### config.mk
export PLATFORM = sky130hd
export DESIGN_NAME = bin_to_bcd_seq
export DESIGN_NICKNAME = d
export VERILOG_FILES = /design/src/rtl/bin_to_bcd_seq.sv
export SDC_FILE = /design/constraint.sdc
export NUM_CORES = 1
export LEC_CHECK = 0
export CAP_MARGIN = 15
export CORE_UTILIZATION = 35
export DETAILED_ROUTE_END_ITERATION = 10
export GPL_ROUTABILITY_DRIVEN = 0
export PLACE_DENSITY = 0.62
export SLEW_MARGIN = 20
export SYNTH_ARGS = -nofsm -noshare
export SYNTH_HDL_FRONTEND = slang
export SYNTH_SLANG_ARGS = --single-unit
### constraint.sdc
create_clock -name clk -period 2.2 [get_ports clk]
set_input_delay 0.44 -clock clk [delete_from_list [all_inputs] [get_ports clk]]
set_output_delay 0.44 -clock clk [all_outputs]
set_load 0.01 [all_outputs]
### src/rtl/bin_to_bcd_seq.sv
// bin_to_bcd_seq: sequential double-dabble binary-to-BCD converter with valid/ready handshakes.
// Defining BIN_TO_BCD_BLANK_EN adds a registered leading-zero blanking output.
`timescale 1ns/1ps
module bin_to_bcd_seq #(
   parameter int WIDTH  = 16,
   parameter int DIGITS = 5,
   parameter int SIGNED = 1
) (
   input  logic                clk,
   input  logic                rst_n,
   input  logic                in_valid,
   output logic                in_ready,
   input  logic [WIDTH-1:0]    bin,
   output logic                out_valid,
   input  logic                out_ready,
   output logic [4*DIGITS-1:0] bcd,
   output logic                negative,
`ifdef BIN_TO_BCD_BLANK_EN
   output logic [DIGITS-1:0]   blank,
`endif
   output logic                busy
);

   localparam int BW = 4 * DIGITS;
   localparam int CW = $clog2(WIDTH + 1);

   localparam logic [1:0] ST_IDLE  = 2'd0;
   localparam logic [1:0] ST_SHIFT = 2'd1;
   localparam logic [1:0] ST_DONE  = 2'd2;

   function automatic logic [63:0] pow10(input int n);
      logic [63:0] p;
      p = 64'd1;
      for (int i = 0; i < n; i++) begin
         p = p * 64'd10;
      end
      return p;
   endfunction

   localparam logic [63:0] MAX_BIN = (64'd1 << WIDTH) - 64'd1;
   localparam logic [63:0] BCD_SPAN = pow10(DIGITS);

   generate
      if (WIDTH < 4 || WIDTH > 32 || BCD_SPAN <= MAX_BIN) begin : g_param_check
         $error("bin_to_bcd_seq: WIDTH out of range or DIGITS too small to hold 2^WIDTH-1");
      end
   endgenerate

   // Each BCD digit of 5 or more gets +3 so the following left shift carries correctly.
   function automatic logic [BW-1:0] dabble_adjust(input logic [BW-1:0] s);
      logic [BW-1:0] r;
      r = s;
      for (int d = 0; d < DIGITS; d++) begin
         if (s[4*d +: 4] >= 4'd5) begin
            r[4*d +: 4] = s[4*d +: 4] + 4'd3;
         end else begin
            r[4*d +: 4] = s[4*d +: 4];
         end
      end
      return r;
   endfunction

   logic [1:0]       state_r, state_nxt;
   logic [CW-1:0]    cnt_r, cnt_nxt;
   logic [WIDTH-1:0] mag_r, mag_nxt;
   logic [BW-1:0]    scr_r, scr_nxt;
   logic             sign_r, sign_nxt;
   logic [BW-1:0]    bcd_r, bcd_nxt;
   logic             neg_r, neg_nxt;
   logic [BW-1:0]    adj_s;
   logic             bin_neg_s;

   assign bin_neg_s = (SIGNED != 0) && bin[WIDTH-1];

   // Next-state and datapath update for accept, shift and hand-off.
   always_comb begin
      state_nxt = state_r;
      cnt_nxt   = cnt_r;
      mag_nxt   = mag_r;
      scr_nxt   = scr_r;
      sign_nxt  = sign_r;
      bcd_nxt   = bcd_r;
      neg_nxt   = neg_r;
      adj_s     = dabble_adjust(scr_r);
      case (state_r)
         ST_IDLE: begin
            if (in_valid) begin
               mag_nxt   = bin_neg_s ? (~bin + {{(WIDTH-1){1'b0}}, 1'b1}) : bin;
               sign_nxt  = bin_neg_s;
               scr_nxt   = '0;
               cnt_nxt   = CW'(WIDTH);
               state_nxt = ST_SHIFT;
            end else begin
               state_nxt = ST_IDLE;
            end
         end
         ST_SHIFT: begin
            if (cnt_r == '0) begin
               bcd_nxt   = scr_r;
               neg_nxt   = sign_r;
               state_nxt = ST_DONE;
            end else begin
               scr_nxt   = {adj_s[BW-2:0], mag_r[WIDTH-1]};
               mag_nxt   = {mag_r[WIDTH-2:0], 1'b0};
               cnt_nxt   = cnt_r - {{(CW-1){1'b0}}, 1'b1};
               state_nxt = ST_SHIFT;
            end
         end
         ST_DONE: begin
            if (out_ready) begin
               state_nxt = ST_IDLE;
            end else begin
               state_nxt = ST_DONE;
            end
         end
         default: begin
            state_nxt = ST_IDLE;
         end
      endcase
   end

   // State and datapath registers.
   always_ff @(posedge clk or negedge rst_n) begin
      if (!rst_n) begin
         state_r <= ST_IDLE;
         cnt_r   <= '0;
         mag_r   <= '0;
         scr_r   <= '0;
         sign_r  <= 1'b0;
         bcd_r   <= '0;
         neg_r   <= 1'b0;
      end else begin
         state_r <= state_nxt;
         cnt_r   <= cnt_nxt;
         mag_r   <= mag_nxt;
         scr_r   <= scr_nxt;
         sign_r  <= sign_nxt;
         bcd_r   <= bcd_nxt;
         neg_r   <= neg_nxt;
      end
   end

`ifdef BIN_TO_BCD_BLANK_EN
   // A digit is blanked when it and every digit above it are zero; digit 0 always shows.
   function automatic logic [DIGITS-1:0] lead_blank(input logic [BW-1:0] s);
      logic [DIGITS-1:0] b;
      logic              zero_above;
      b          = '0;
      zero_above = 1'b1;
      for (int d = DIGITS - 1; d >= 1; d--) begin
         zero_above = zero_above && (s[4*d +: 4] == 4'd0);
         b[d]       = zero_above;
      end
      return b;
   endfunction

   logic [DIGITS-1:0] blank_r;

   // Blank mask is loaded on the same edge as the result digits.
   always_ff @(posedge clk or negedge rst_n) begin
      if (!rst_n) begin
         blank_r <= '0;
      end else if (state_r == ST_SHIFT && cnt_r == '0) begin
         blank_r <= lead_blank(scr_r);
      end else begin
         blank_r <= blank_r;
      end
   end

   assign blank = blank_r;
`endif

   assign in_ready  = (state_r == ST_IDLE);
   assign busy      = (state_r == ST_SHIFT);
   assign out_valid = (state_r == ST_DONE);
   assign bcd       = bcd_r;
   assign negative  = neg_r;

endmodule

==> metrics.cfg <==
[final_layout]
num-nets-final = 452
number_of_fill_cells = 875
area_growth_pct = 29.2
mostFrequentLayoutCell = dfrtp_1
n_antenna_cell = 0
final_util = 0.467
multi_input_area_sq_mm = 0.00156
layout.area.seq_sq_mm = 0.00163
layout.cells.most_common_list = 65 x dfrtp_1, 55 x o21ai_0, 42 x clkdlybuf4s50_1
layout_cells_sized_above_1 = 0.160

[timing]
relSlewSlack = 0.650
final.hold.worst_slack_ns = 0.117
post-route-period-util = 0.931
final-max-slew-violation-count = 0
count_of_endpoints_failing_setup_in_the_final_report = 0
timing.clock.skew_ns = 0.00835
hold_viol_final = 0
tightest_slew_ns = 0.523
clock.fmax_ghz = 0.488
grt_setup_unrepaired = false
min_period_ns = 2.05

[power_and_ir_drop]
report.power.total_mw = 5.92
vdd_ir_drop_max_mv = 0.544
p_leak_nw = 1.84
power.density_mw_per_mm2 = 1370

[synthesis]
synth.yosys.seq_area_share = 0.487
post_synth_instance_area_sq_mm = 0.00334
synth-async-reset-ratio = 1.00
primary_flip_flop_cell_chosen_by_synthesis_mapping = dfrtp_1
synth.avg_cell_area_sq_um = 9.54
synthCells = 350
synthesis.nets = 382
total_of_warnings_raised_by_yosys = 0
synth-edff-count = 0
synth.distinct_cells = 43
synth_seq_cells = 65

[detailed_routing]
ant_nets = 0
firstDrtPassIters = 4
detailedRoute.firstIterationViolations = 75
vias_per_cell = 4.90
post-route-drc-count = 0
route.vias.total = 2709
postRouteWirelength_mm = 6.92
detail_route.wl_per_cell_um = 12.5

[clocking]
ctsLongestPathBuffers = 2
cts_tree = yes
cts.reportedPaths.clkPinSlew_ns = 0.07
clk_root_buffer_cell = clkbuf_8
ctsHoldBuffers = 0
cts.htree.levels = 3
clk_latency_ns = 0.34
numCtsBuffers = 9
post_cts_resized = 0
clock-sinks = 65
postCtsSetupBuffers = 0

[global_route]
grt_first_pass_wirelength_mm = 12.3
grt_start_max_net_pins = 66
antenna_found_initial = 0
track_usage = 0.156
gr-total-overflow = 0
vias_in_the_first_global_route = 2666

[worst_setup_path]
worst_r2r_startpoint = cnt_r[0]
worst_path_max_delay_cell = clkdlybuf4s50_1
crit_arrival_ns = 1.61
crit_required_ns = 1.76
worst_path_largest_cell_delay_ns = 0.56
worst_setup_path_end_kind = output port
r2r.worst_path.cells = 9
worst_setup_path_startpoint = state_r[1]
crit_chain = nand2b_1 -> clkinv_1 -> clkdlybuf4s50_1
setup.reg_to_reg.worst_slack_ns = 0.42
critPathCapture = busy
setup.worst_path.start_class = flip-flop
critical_path.max_fanout = 4
r2r_end = mag_r[9]
worstSetupPathType = flip-flop to output port

[outcome]
run_status = finished clean

[floorplan]
dieArea_sq_mm = 0.00994
num_io_pins = 44
core_area_sq_mm = 0.00924
die_height_um = 99.7
floorplan.initialDensity = 0.361
floorplan.die.width_um = 99.7
core.rowCount = 35

[hold_path]
hold_path.class = input pin to asynchronous set/reset pin

[placed_design]
hpwl_mm = 4.96
buffer_ports.inserted = 43

[run]
drv.max_cap_violation_count = 0

[routing by layer]
metal / track usage / wire, um
met5: 0 / 0
met4: 0.0713 / 131
met1: 0.202 / 3330
met2: 0.253 / 3200
met3: 0.0274 / 259
[worst min-delay path by stage]
stage,endpoint,from
after floorplan,bcd[0],rst_n
after global placement,mag_r[3],mag_r[3]
after detailed placement,mag_r[7],mag_r[7]
after CTS,bcd[2],rst_n
after global routing,bcd[16],rst_n
final,bcd[13],rst_n
[metrics by stage]
step,cells,setup TNS [ns],worst slack [ns],instance area (sq um)
2_1_floorplan,350,0,0.318,3340
3_3_place_gp,538,-0.385,-0.149,4120
3_5_place_dp,538,-0.679,-0.148,4120
4_1_cts,553,0,0.123,4320
5_1_grt,553,0,0.0511,4320
6_report,553,0,0.151,4320
[layout make-up]
| cell class | count | area share |
|---|---|---|
| clock buffer | 12 | 0.0360 |
| clock inverter | 3 | 0.00928 |
| inverter | 20 | 0.0174 |
| multi-input combinational | 247 | 0.362 |
| sequential | 65 | 0.377 |
| tap | 129 | 0.0374 |
| timing repair buffer | 77 | 0.161 |
[sequential cells by signal (all words and copies together), names as in the netlist]
register	flops
mag_r	16
negative	1
bcd	20
sign_r	1
cnt_r	5
scr_r	20
state_r	2
[worst max-delay path, delay by kind of cell, from the launching register on]
kind	cells	cell delay [ns]
and+or+nand+nor	1	0.17
DFF	1	0.39
buffers and inverters	2	0.70
[power by group]
part           internal [mW]  leakage [nW]  switching [mW]
clock                  0.575         0.102           0.434
combinational           1.31         0.914            1.50
sequential              1.73         0.822           0.364
total                   3.62          1.84            2.30
[cell usage after synthesis, drive strengths merged, types with 8 or more instances]
| master | n | area, sq um |
|---|---|---|
| dfrtp | 65 | 1630 |
| o21ai | 58 | 290 |
| nand2 | 31 | 116 |
| nor2 | 24 | 92.6 |
| inv | 18 | 67.6 |
| xnor2 | 18 | 158 |
| nand3 | 17 | 85.1 |
| a21oi | 15 | 75.1 |
| clkbuf | 13 | 48.8 |
| ha | 12 | 150 |
| o31ai | 11 | 82.6 |
| mux2 | 10 | 113 |
| nand2b | 8 | 50.1 |
[cells by family after synthesis]
kind of cell    after synthesis  share of synthesized area
compound gates              100                      0.178
xor+xnor                     19                     0.0498
fa+ha+maj                    12                     0.0450
buf+inv                      38                     0.0446
flops                        65                      0.487
mux                          12                     0.0397
simple gates                104                      0.156
(Power assumes the default switching activity.)
